$ cat src/rtl/riscv_mem_pkg.sv
// Shared types and constants for the memory-stage access path.
package riscv_mem_pkg;

  localparam logic [2:0] SZ_B  = 3'b000;
  localparam logic [2:0] SZ_H  = 3'b001;
  localparam logic [2:0] SZ_W  = 3'b010;
  localparam logic [2:0] SZ_BU = 3'b100;
  localparam logic [2:0] SZ_HU = 3'b101;

  localparam int CNT_W = $clog2(256);

  typedef enum logic {
    S_IDLE,
    S_WAIT
  } state_t;

endpackage

$ cat src/rtl/mem_store_align.sv
// Byte-lane steering for stores plus the natural-alignment check.
module mem_store_align
  import riscv_mem_pkg::*;
(
  input  logic [1:0]  addr_lo,
  input  logic [2:0]  size,
  input  logic [31:0] wd,
  output logic [31:0] wdata,
  output logic [3:0]  wstrb,
  output logic        mis
);

  // Signedness bit (BU/HU) does not affect lanes or alignment.
  logic size_unused;
  assign size_unused = size[2];

  always_comb begin
    wdata = wd;
    wstrb = 4'b1111;
    mis   = (addr_lo != 2'b00);
    case (size[1:0])
      SZ_B[1:0]: begin
        wdata = {4{wd[7:0]}};
        wstrb = 4'b0001 << addr_lo;
        mis   = 1'b0;
      end
      SZ_H[1:0]: begin
        wdata = {2{wd[15:0]}};
        wstrb = addr_lo[1] ? 4'b1100 : 4'b0011;
        mis   = addr_lo[0];
      end
      default: ;
    endcase
  end

endmodule

$ cat src/rtl/mem_access_unit.sv
// MEM-stage controller: handshakes with a variable-latency data RAM,
// stalls the pipeline while an access is outstanding, aborts on timeout.
module mem_access_unit
  import riscv_mem_pkg::*;
#(
  parameter int unsigned TIMEOUT = 64
) (
  input  logic        clk,
  input  logic        rst,
  input  logic        memreadM,
  input  logic        memwriteM,
  input  logic [2:0]  sizeM,
  input  logic [31:0] aluresultM,
  input  logic [31:0] writedataM,
  output logic        dmem_req,
  output logic        dmem_we,
  output logic [29:0] dmem_addr,
  output logic [31:0] dmem_wdata,
  output logic [3:0]  dmem_wstrb,
  input  logic        dmem_ready,
  input  logic [31:0] dmem_rdata,
  output logic [31:0] readDataM,
  output logic        stallM,
  output logic        misalignM,
  output logic        buserrM
);

  localparam logic [CNT_W-1:0] TO_C = CNT_W'(TIMEOUT);

  state_t           state_q, state_d;
  logic [CNT_W-1:0] cnt_q, cnt_d;

  logic        acc;
  logic        mis;
  logic [3:0]  lane_strb;
  logic        done;

  assign acc       = memreadM | memwriteM;
  assign dmem_addr = aluresultM[31:2];

  mem_store_align u_align (
    .addr_lo (aluresultM[1:0]),
    .size    (sizeM),
    .wd      (writedataM),
    .wdata   (dmem_wdata),
    .wstrb   (lane_strb),
    .mis     (mis)
  );

  always_ff @(posedge clk or posedge rst) begin
    if (rst) begin
      state_q <= S_IDLE;
      cnt_q   <= '0;
    end else begin
      state_q <= state_d;
      cnt_q   <= cnt_d;
    end
  end

  always_comb begin
    state_d = state_q;
    cnt_d   = cnt_q;
    case (state_q)
      S_IDLE: begin
        if (acc && !mis && !dmem_ready) begin
          state_d = S_WAIT;
          cnt_d   = CNT_W'(1);
        end
      end
      S_WAIT: begin
        if (dmem_ready || (cnt_q == TO_C)) begin
          state_d = S_IDLE;
          cnt_d   = '0;
        end else begin
          cnt_d = cnt_q + 1'b1;
        end
      end
      default: begin
        state_d = S_IDLE;
        cnt_d   = '0;
      end
    endcase
  end

  // rst gates outputs so a reset mid-access withdraws the request at once,
  // even though EX/MEM still presents the access.
  always_comb begin
    dmem_req  = 1'b0;
    stallM    = 1'b0;
    misalignM = 1'b0;
    buserrM   = 1'b0;
    done      = 1'b0;
    if (!rst) begin
      case (state_q)
        S_IDLE: begin
          if (acc && mis) begin
            misalignM = 1'b1;
          end else if (acc) begin
            dmem_req = 1'b1;
            done     = dmem_ready;
            stallM   = !dmem_ready;
          end
        end
        S_WAIT: begin
          if (dmem_ready) begin
            dmem_req = 1'b1;
            done     = 1'b1;
          end else if (cnt_q == TO_C) begin
            buserrM = 1'b1;
          end else begin
            dmem_req = 1'b1;
            stallM   = 1'b1;
          end
        end
        default: ;
      endcase
    end
  end

  assign dmem_we    = dmem_req & memwriteM;
  assign dmem_wstrb = dmem_we ? lane_strb : 4'b0000;
  assign readDataM  = (done && memreadM) ? dmem_rdata : 32'h0;

endmodule

$ cat config.mk
export PLATFORM = sky130hd
export DESIGN_NAME = mem_access_unit
export DESIGN_NICKNAME = d
export VERILOG_FILES = /design/src/rtl/riscv_mem_pkg.sv /design/src/rtl/mem_store_align.sv /design/src/rtl/mem_access_unit.sv
export SDC_FILE = /design/constraint.sdc
export NUM_CORES = 1
export LEC_CHECK = 0
export CAP_MARGIN = 0
export CORE_MARGIN = 8
export CORE_UTILIZATION = 23
export CTS_CLUSTER_SIZE = 30
export DETAILED_ROUTE_END_ITERATION = 12
export PLACE_DENSITY = 0.78
export SLEW_MARGIN = 20
export SYNTH_ARGS = -nofsm -noshare
export SYNTH_HDL_FRONTEND = slang
export SYNTH_SLANG_ARGS = --single-unit
$ cat constraint.sdc
create_clock -name clk -period 1.5 [get_ports clk]
set_clock_uncertainty 0.05 [all_clocks]
set_input_delay 0.15 -clock clk [delete_from_list [all_inputs] [get_ports clk]]
set_output_delay 0.15 -clock clk [all_outputs]
set_load 0.05 [all_outputs]
==> Word level (Yosys, flattened, before mapping) <==
Cells that the tools add are included.
Widths: inputs -> output; s select.
{ "word_totals": {"reg_bits": 9, "latch_bits": 0, "ram_bits": 0, "rom_bits": 0, "input_bits": 104, "output_inout_bits": 103, "elab_cells": 54, "memories": 0} }
{ "classes": {"n_addsub": 1, "multipliers": 0, "div_mod_pow": 0, "n_lt_le_gt_ge": 0, "eq_ne": 3, "shifts": 1, "n_mux": 35, "bitwise_logic": 3, "n_reduce_logical": 9} }
{ "ops": {"columns": ["op", "count"], "rows": [
  ["$pmux 32 s2", 1],
  ["$mux 32", 1],
  ["$mux 1", 22],
  ["$mux 8", 2],
  ["$pmux 8 s2", 1],
  ["$pmux 1 s2", 5],
  ["$add 8x1->8 const B", 1],
  ["$eq 8x7->1 const B", 1],
  ["$mux 4", 2],
  ["$pmux 4 s2", 1],
  ["$logic_and 1x1->1", 4],
  ["$shl 1x2->4 const A", 1],
  ["$eq 2x1->1 const B", 1],
  ["$logic_not 1->1", 2],
  ["$logic_not 2->1", 1],
  ["$ne 2x2->1 const B", 1],
  ["$reduce_bool 2->1", 1],
  ["$and 1x1->1", 1],
  ["$logic_or 1x1->1", 1],
  ["$not 1->1", 1],
  ["$or 1x1->1", 1]
]} }

==> Depth between registers and ports, before layout <==
Gate-level depths: netlist of the first run.
{ "logic_depth": {"depth_word": 8, "mapped_depth": 7} }

==> Cells and area by module <==
From an unflattened synthesis of the first run, not the netlist that was laid out.
{ "hier_totals": {"cells_unflattened": 194, "area_unflattened_um2": 1572.8} }
{ "modules_own_cells": {"columns": ["module", "n_inst", "cells_each", "area_per_inst_um2", "seq_area_each_um2"], "rows": [
  ["mem_access_unit", 1, 131, 1051.0, 225.2],
  ["mem_store_align", 1, 63, 521.8, 0.0]
]} }

==> Worst setup path before layout of the first run <==
No wires, ideal clock.
{ "synth_path": {"path_kind": "reg-to-output", "start": "register cnt_q[0]", "end": "output dmem_req", "arrival_time_ps": 2092, "slack_ps": -792, "path_stages_with_launch": 7, "cell_sequence": "dfrtp_1 > inv_1 > ha_1 > nor4b_4 > nand3_1 > o21ai_0 > a21boi_0"} }
{ "synth_between": {"elab_chain_cells": 5} }
{ "synth_lines": {"columns": ["element", "line", "source"], "rows": [
  ["from (decl)", "mem_access_unit.sv:31", "logic [CNT_W-1:0] cnt_q, cnt_d;"],
  ["from (signal assigned)", "mem_access_unit.sv:56", "cnt_q <= cnt_d;"],
  ["$eq 8x7->1", "mem_access_unit.sv:108", "end else if (cnt_q == TO_C) begin"],
  ["$mux 1", "mem_access_unit.sv:108", null],
  ["$mux 1", "mem_access_unit.sv:105", "if (dmem_ready) begin"],
  ["$pmux 1 s2", "mem_access_unit.sv:94", "case (state_q)"],
  ["$mux 1", "mem_access_unit.sv:93", "if (!rst) begin"],
  ["to (decl)", "mem_access_unit.sv:15", "output logic dmem_req,"]
]} }
No other way between the ends.

==> Worst setup path after layout of the first run <==
{ "layout_path": {"start": "register cnt_q[0]", "end": "output dmem_wstrb[0]"} }
{ "layout_between": {"elab_chain_cells": 7} }
{ "layout_lines": {"columns": ["element", "line", "source"], "rows": [
  ["$eq 8x7->1", "mem_access_unit.sv:108", null],
  ["$mux 1", "mem_access_unit.sv:108", null],
  ["$mux 1", "mem_access_unit.sv:105", null],
  ["$pmux 1 s2", "mem_access_unit.sv:94", null],
  ["$mux 1", "mem_access_unit.sv:93", null],
  ["$and 1x1->1", "mem_access_unit.sv:120", "assign dmem_we = dmem_req & memwriteM;"],
  ["$mux 4", "mem_access_unit.sv:121", "assign dmem_wstrb = dmem_we ? lane_strb : 4'b0000;"],
  ["to (decl)", "mem_access_unit.sv:19", "output logic [3:0] dmem_wstrb,"]
]} }
No other way between the ends.

==> run summary, run 1 <==
The number of buffers on the longest clock path was 2. The worst register-to-register path begins at cnt_q[0]. The run gives 14.9 ps as the worst hold slack. The number of global-route vias before repair was 2,114. The smallest clock period supported by the final layout is computed as 1980 ps.

In the synthesized netlist the dominant register cell turns out to be sky130_fd_sc_hd__dfrtp_1. The final clock period utilization by the worst path is 132%. The critical path is of the reg -> out type. The horizontal die dimension is 98.6 um, and the largest fanout on the critical path is 5. The final core utilization is 58.9%. The total wirelength of the detailed-routed design is 7.66 mm, and the total of flip-flops plus latches after synthesis is 9. Combinational logic burns 73.0% of the power. The internal power was 1230 uW. Across the whole layout, storage elements account for 225 um2. Leaving out fill and tap cells, the most frequent cells in the layout are 64 x sky130_fd_sc_hd__clkdlybuf4s50_1, 59 x sky130_fd_sc_hd__buf_12, 33 x sky130_fd_sc_hd__and2_4. The first global-routing pass estimated 11.7 mm of wire. Entering global routing, the biggest net connects 25 pins.

The clock network fraction of total power is 13.5%, and the clock transition at the register clock pins on the worst setup and hold paths after CTS is 50 ps. TritonCTS built the clock tree. Summed over all nets, the switching power comes to 883 uW. For the number of antenna violations at the first check in global routing, the log shows 0. Buffers inserted to repair hold after CTS numbered 0. The count of nets left with antenna violations once routing finished came out at 0.

The run gives 0 as the total grt overflow. The number of antenna diodes in the final layout is 0. In this run the worst hold path is classified as in -> async. The routed layout has 1,936 vias.

The die covers 0.00972 mm2. Detailed placement ended at an HPWL of 6.08 mm. The floorplan die height was 98.6 um. The number of H-tree levels is 1, and the number of remaining DRC errors is 0. In this run switching power makes up 41.8% of total power.

The top-level port count was 207. After synthesis, the cell types taking the most area are sky130_fd_sc_hd__buf_4 18%, sky130_fd_sc_hd__dfrtp_1 14%, sky130_fd_sc_hd__and2_1 13%. Number of synthesized flops with an enable pin: 0. After detailed routing, the number of vias per cell comes to 4.65. The multi-input combinational cells in the finished layout cover a total of 0.00122 mm2. For this run, the post-layout net count is 443. The tools report the number of sinks on the clock net as 9.

The final count of hold timing violations was 0. The startpoint type of the worst setup path is a register. Across the run, the number of max-cap violations was 0.

Power comes to 2110 uW. From synthesis to final layout, the design area changed by 151%. The run gives 0 as the number of pins with negative max-slew slack in the final report. The critical path data required time is 1300 ps. Power spread over the standard cell area amounts to 536 mW/mm2. The library cell used most frequently in the layout, excluding fill and tap cells, is sky130_fd_sc_hd__clkdlybuf4s50_1. The fraction of post-synthesis cell area in the top cell type by area was 18.2%.

The tools report the fraction of power consumed by sequential logic as 13.4%. The tools report the post-placement worst setup slack as -531 ps. The logs give 0.00157 mm2 for the cell area after synthesis and 23.5% for the initial standard-cell utilization of the core. The worst pin sits at a relative slew slack of 74.0%. Setup repair after global routing could not meet its margin everywhere. The number of buffers inserted during clock tree synthesis came out at 3. The tools report the leakage power as 0.00172 uW. The launch point of the worst path was cnt_q[0]. Smallest setup slack after layout: -481 ps.

After detailed routing, the average wire length per cell comes to 18.4 um. After the first detailed-routing iteration, the DRC count stood at 18. After synthesis, the mean cell area works out to 7.77 um2. The number of nets handed over by synthesis was 308.

For this run, the register share of the synthesized area comes to 14.4%. The first-pass detailed-route iteration total was 4. The tree is rooted in a sky130_fd_sc_hd__clkbuf_8.

The tools report the count of different cell masters after synthesis as 37. The core region is 0.00668 mm2. The post-route netlist has 56.3% of its cells at a drive strength greater than 1. For this run, the number of Yosys warnings is 0.

The worst setup path is captured at an output port. At the later pin of the worst-skew pair, clock insertion delay measures 230 ps. For the number of setup violations in the final report, the log shows 47. The floorplan has 30 rows. VDD sags by at most 0.344 mV. The checks that failed: negative setup slack. At the end of routability-driven placement, the weighted congestion stood at 0.773. Number of buffers inserted by port buffering: 145. The biggest area consumer among synthesized cells was sky130_fd_sc_hd__buf_4. Static timing analysis puts the maximum clock frequency at 0.505 GHz. The run finished, with violations left.

For the worst setup path, the data arrival time is 1780 ps. For this run, the total global-route usage over all layers was measured as 15.1%. The cell count after synthesis was 202.

Measured slew at the worst slew-check pin: 386 ps. The async set or reset register ratio after synthesis is 100%. Number of inserted filler cells in the final layout: 551.
path summary, 6_finish.rpt:
kind                                 endpoint  cells past startpoint  slack [ps]
worst max-delay path            dmem_wstrb[0]                      8        -480
worst min-delay path                  state_q                      3          10
worst max register to register       cnt_q[2]                      7         -80
worst min register to register       cnt_q[4]                      2         520
max in group asynchronous            cnt_q[2]                      3        1240
min in group clk                 dmem_addr[0]                      0         250
logic make-up (layout without fill, tap and decap cells):
kind of cell	after synthesis	count (layout)	synth area share, %
AO/OA/AOI/OAI	36	36	14.3
AND/OR/NAND/NOR	71	74	26.3
adder cells (fa/ha/maj)	2	2	1.59
XOR/XNOR	1	1	0.558
multiplexers	27	27	18.5
flip-flops	9	9	14.4
buffers and inverters	56	187	24.4
Yosys cell counts (3+ instances only):
master                     instances
sky130_fd_sc_hd__dfrtp_1           9
sky130_fd_sc_hd__nor3_1            3
sky130_fd_sc_hd__buf_2             6
sky130_fd_sc_hd__o21ai_0          12
sky130_fd_sc_hd__inv_1             7
sky130_fd_sc_hd__nand3_1           6
sky130_fd_sc_hd__mux2i_1          11
sky130_fd_sc_hd__buf_6             3
sky130_fd_sc_hd__buf_4            38
sky130_fd_sc_hd__nor2_1            4
sky130_fd_sc_hd__and2_1           33
sky130_fd_sc_hd__nand2b_1          3
sky130_fd_sc_hd__a21oi_1          10
sky130_fd_sc_hd__nand2_1          13
sky130_fd_sc_hd__mux2_2           16
registers in the layout (all words and copies together) (netlist names):
register / count
cnt_q: 8
state_q: 1
final cells by class:
type	count	share of cell area [%]
repair buffers	176	58.9
flip-flops and latches	9	5.72
multi-input cells	140	31.1
inverters	7	0.668
well taps	80	2.54
clock buffers	4	1.14
what timing repair did:
item / in CTS / in global routing
setup endpoints to repair: 73 / 60
resized for setup: 52 / 6
setup buffers: 4 / 2
gates cloned: 3 / 0
pin swaps: 39 / 1
power groups by stage:
| stage | clock network, uW | logic, uW | registers (uW) |
|---|---|---|---|
| global route | 301 | 1620 | 285 |
| detailed placement | 0 | 1430 | 284 |
| finish | 285 | 1540 | 284 |
| floorplan | 0 | 925 | 296 |
| CTS | 291 | 1540 | 284 |
| global placement | 0 | 1400 | 283 |
worst max-delay path, stage by stage, from the launching register on:
cell	delay [ps]
sky130_fd_sc_hd__dfrtp_1	380
sky130_fd_sc_hd__inv_2	90
sky130_fd_sc_hd__ha_4	130
sky130_fd_sc_hd__nor4b_4	220
sky130_fd_sc_hd__nand3_2	130
sky130_fd_sc_hd__o211ai_1	190
sky130_fd_sc_hd__buf_4	190
sky130_fd_sc_hd__a21oi_2	60
sky130_fd_sc_hd__buf_12	160
layer usage:
metal | vias to the layer above | global-route usage [%] | wire (um)
met5 | - | 0 | 0
met3 | 30 | 3.45 | 473
met1 | 900 | 14.2 | 2630
met4 | 0 | 7.44 | 274
li1 | 924 | - | -
met2 | 82 | 29.7 | 4280
stage by stage:
stage	cells	area (um2)	TNS, ps
5_1_grt	416	3940	-14520
6_report	416	3940	-12260
3_5_place_dp	403	3640	-25010
2_1_floorplan	202	1720	-3290
4_1_cts	414	3910	-12680
3_3_place_gp	403	3640	-21990
No activity file was read; power rests on OpenSTA's default activity.
==> inputs of run 2 (changes only) <==
--- a/config.mk
+++ b/config.mk
@@ -5,12 +5,14 @@
 export SDC_FILE = /design/constraint.sdc
 export NUM_CORES = 1
 export LEC_CHECK = 0
+export ABC_AREA = 1
 export CAP_MARGIN = 0
 export CORE_MARGIN = 8
-export CORE_UTILIZATION = 23
+export CORE_UTILIZATION = 24
 export CTS_CLUSTER_SIZE = 30
 export DETAILED_ROUTE_END_ITERATION = 12
-export PLACE_DENSITY = 0.78
+export PLACE_DENSITY = 0.79
+export SETUP_SLACK_MARGIN = 0.5
 export SLEW_MARGIN = 20
 export SYNTH_ARGS = -nofsm -noshare
 export SYNTH_HDL_FRONTEND = slang
==> run 2 against run 1 <==
The flow still finishes with violations (negative setup slack). Die area grew 0.28%. Global-route usage grew 2.5 points. Critical path depth grew 1. Wire length grew 23%. First-iteration DRC count grew to 2.7 times the previous value. Critical path type unchanged. Critical endpoint is now dmem_wstrb[1]. Largest power group unchanged.
==> run summary, run 2 <==
For this block, the routed nets add up to 9.41 mm of wire. Synthesis handed over a netlist of 292 instances. For the remaining antenna violation count after routing, the log shows 0. The global routing's busiest layer was met2. The worst reg-to-reg setup slack is 20 ps, and the achievable frequency is 0.572 GHz. The tools report the smallest setup slack after layout as -247 ps. STA classifies the critical path startpoint as a register. The via total after detailed routing was 2,419. The most used flip-flop cell after synthesis is sky130_fd_sc_hd__dfrtp_1. The clock transition at the register clock pins on the worst setup and hold paths after CTS works out to 50 ps.

The depth of the worst register-to-register path came out at 11. The congestion estimate from routability-driven global placement came to 0.842. Combinational logic burns 77.6% of the power. During synthesis, Yosys emitted a total of 0 warnings. Summed over all nets, the half-perimeter wirelength after detailed placement is 7.00 mm. The cell area after synthesis is 0.00164 mm2, and the area of the die is 0.00975 mm2.

Among all cell types in the netlist, the one instantiated most often is sky130_fd_sc_hd__nand2_1. In the layout the commonest cells are 81 x sky130_fd_sc_hd__buf_12, 48 x sky130_fd_sc_hd__clkdlybuf4s50_1, 46 x sky130_fd_sc_hd__nand2_1. Clock latency on the worst-skew pair, taken at its later pin, is 240 ps. The clock net in this run drives a total of 9 sinks. The register with the most flip-flops in the layout has 8 of them. For this run, global-route usage on met2 was measured as 34.4%. The tools report the first-pass detailed-route iteration total as 4. At the pin with the least slew margin, the transition time is 250 ps. After detailed placement, the design holds a cell count of 513.

Fill cells in the final layout number 420. Timing analysis after detailed placement gives a worst setup slack of -401 ps. The area occupied by multi-input gates came out at 0.00174 mm2.

Summed over all nets, the switching power comes to 1130 uW. The total of flip-flops plus latches after synthesis is 9. sky130_fd_sc_hd__nand2_1 takes more of the synthesized area than any other cell. On the final layout, the worst hold slack is 165 ps. The initialized floorplan defines 30 standard-cell rows.

The logs give 1300 ps for the critical path data required time and 539 for the non-filler instance count after layout. The clock network accounts for 11.2% of the total power. For met1 alone, demand over resource in global routing was 17.2%.

Data arrives at the worst endpoint at 1550 ps. Of all nets on the critical path, the largest fanout is 5. The number of buffers inserted by port buffering was 145; the floorplan die height was 98.7 um. The run finished, with violations left. For this run the aggregate overflow at the end of global routing stands at 0. Dividing the detail-routed via count by the number of cells gives 4.49. The core region is 0.00672 mm2. IR analysis of the VDD net gives a maximum drop of 0.613 mV. The first global-routing pass estimated 13.8 mm of wire. The count of different cell masters after synthesis was 22.

The per-cell routed wire length is 17.5 um. The number of synthesized flops with an enable pin works out to 0. Number of buffers inserted during clock tree synthesis: 3.

In the global route stage, overall resource usage came out at 17.6%. The final reports fail on negative setup slack. Adding up every negative setup slack in the final design gives -5110 ps. The number of pins with negative max-slew slack in the final report was 0; the total of max-cap violations was 0.

The tools report the internal power as 1420 uW. The tree is rooted in a sky130_fd_sc_hd__clkbuf_8. After synthesis, the largest area contributor takes up 20.8% of total cell area. The run gives 1 as the number of H-tree levels. Number of global-route vias before repair: 2,679. The final count of hold timing violations came out at 0. By count the netlist is led by 91 x sky130_fd_sc_hd__nand2_1, 50 x sky130_fd_sc_hd__inv_1, 38 x sky130_fd_sc_hd__buf_4, 30 x sky130_fd_sc_hd__nor2_2, 23 x sky130_fd_sc_hd__nor2_1. The final core utilization came out at 76.8%.

The horizontal die dimension was 98.7 um. In the global route stage, met3 resource usage came out at 5.43%. In the routed design, unresolved DRC markers number 0. Most common cell after layout, fill and taps aside: sky130_fd_sc_hd__buf_12. The path type of the worst setup path is reg -> out. TritonCTS built the clock tree. By area the synthesized netlist is led by sky130_fd_sc_hd__nand2_1 21%, sky130_fd_sc_hd__buf_4 17%, sky130_fd_sc_hd__dfrtp_1 14%.

Headroom to the max-slew limit came out at 83.4%. Areal power density over the cells: 495 mW/mm2. Entering global routing, the biggest net connects 17 pins.

The class of the worst hold path was in -> async. The register with the most flip-flops in the final layout is cnt_q. In this run, the number of DRC markers left after iteration 0 of detailed routing was 48. Once the floorplan was initialized, standard cells occupied 24.5% of the core. Setup violations remaining at the end of the flow were counted as 48. Cells with a size suffix above 1 make up 59.6% of the layout.

The worst setup path is captured at an output port. The run gives 398 as the synthesized netlist net count. The number of antenna violations at the first check in global routing is 1, and the area growth from synthesis to layout is 214%. Summing all flip-flop and latch instances after layout gives 225 um2. The share of the Yosys chip area taken by registers is 13.7%. Setup repair after global routing could not meet its margin everywhere.

Final clock period utilization by the worst path: 116%. Pin placement for this block handled 207 I/O pins. After synthesis, the mean cell area works out to 5.63 um2. In this run the static leakage power is 0.00238 uW.

Of the total power, registers draw 11.1%. The worst path needs 1750 ps of the cycle, external delays included. The number of buffers on the longest clock path came out at 2. In the final layout, the registers with the most flip-flops are cnt_q: 8 flops, state_q: 1 flops. The net count reported at finish was 565; the async set or reset register ratio after synthesis was 100%. In this run switching power makes up 44.2% of total power.
## run 2: power by group through the flow
stage | clock [uW] | sequential, uW | combinational [uW]
floorplan | 0 | 291 | 961
global placement | 0 | 281 | 1570
detailed placement | 0 | 283 | 1600
CTS | 292 | 282 | 1830
global route | 305 | 285 | 2070
finish | 287 | 284 | 1980
## run 2: area by class of cell
cell class	count	share of cell area [%]
well taps	80	1.94
multi-input cells	189	33.6
inverters	51	4.15
diodes	1	0.0485
clock buffers	4	0.873
flip-flops and latches	9	4.37
repair buffers	205	55.0
## run 2: metal layers
layer | share of wire [%] | routed length (um) | up-vias
li1 | - | - | 1161
met1 | 33 | 3090 | 1130
met2 | 58 | 5490 | 106
met3 | 6.7 | 628 | 22
met4 | 2.0 | 191 | 0
met5 | 0 | 0 | -
## run 2: kinds of logic after synthesis
logic type,after synthesis,synth area share [%]
AO/OA/AOI/OAI,14,4.42
adder cells (fa/ha/maj),2,1.52
AND/OR/NAND/NOR,171,47.6
XOR/XNOR,2,1.07
flip-flops,9,13.7
buffers and inverters,94,31.7
## run 2: path summary, 6_finish.rpt
path	startpoint	endpoint
worst max register to register	cnt_q[1]	cnt_q[6]
worst min register to register	cnt_q[4]	cnt_q[4]
max in group asynchronous	rst	cnt_q[1]
worst min-delay path	rst	cnt_q[7]
worst max-delay path	cnt_q[1]	dmem_wstrb[1]
min in group clk	aluresultM[13]	dmem_addr[11]
## run 2: through the flow
stage | instance area [um2] | total power [uW]
2_1_floorplan | 2050 | 1250
3_3_place_gp | 4320 | 1850
3_5_place_dp | 4320 | 1880
4_1_cts | 4920 | 2410
5_1_grt | 5160 | 2660
6_report | 5160 | 2550
## run 2: worst max-delay path: stages, from the launching register on
cell and delay, ps:
sky130_fd_sc_hd__dfrtp_1 400, sky130_fd_sc_hd__inv_2 90, sky130_fd_sc_hd__ha_4 140, sky130_fd_sc_hd__nand2_4 50, sky130_fd_sc_hd__nor2_4 90, sky130_fd_sc_hd__nand3_2 80, sky130_fd_sc_hd__nand4_1 100, sky130_fd_sc_hd__buf_6 160
sky130_fd_sc_hd__nor2_4 50, sky130_fd_sc_hd__buf_12 150
## run 2: what timing repair did
item,4_1_cts,5_1_grt
pin swaps,40,30
gates resized for setup,155,45
cloned,2,0
setup endpoints to repair,82,74
buffers inserted,14,5
hold buffers,0,0
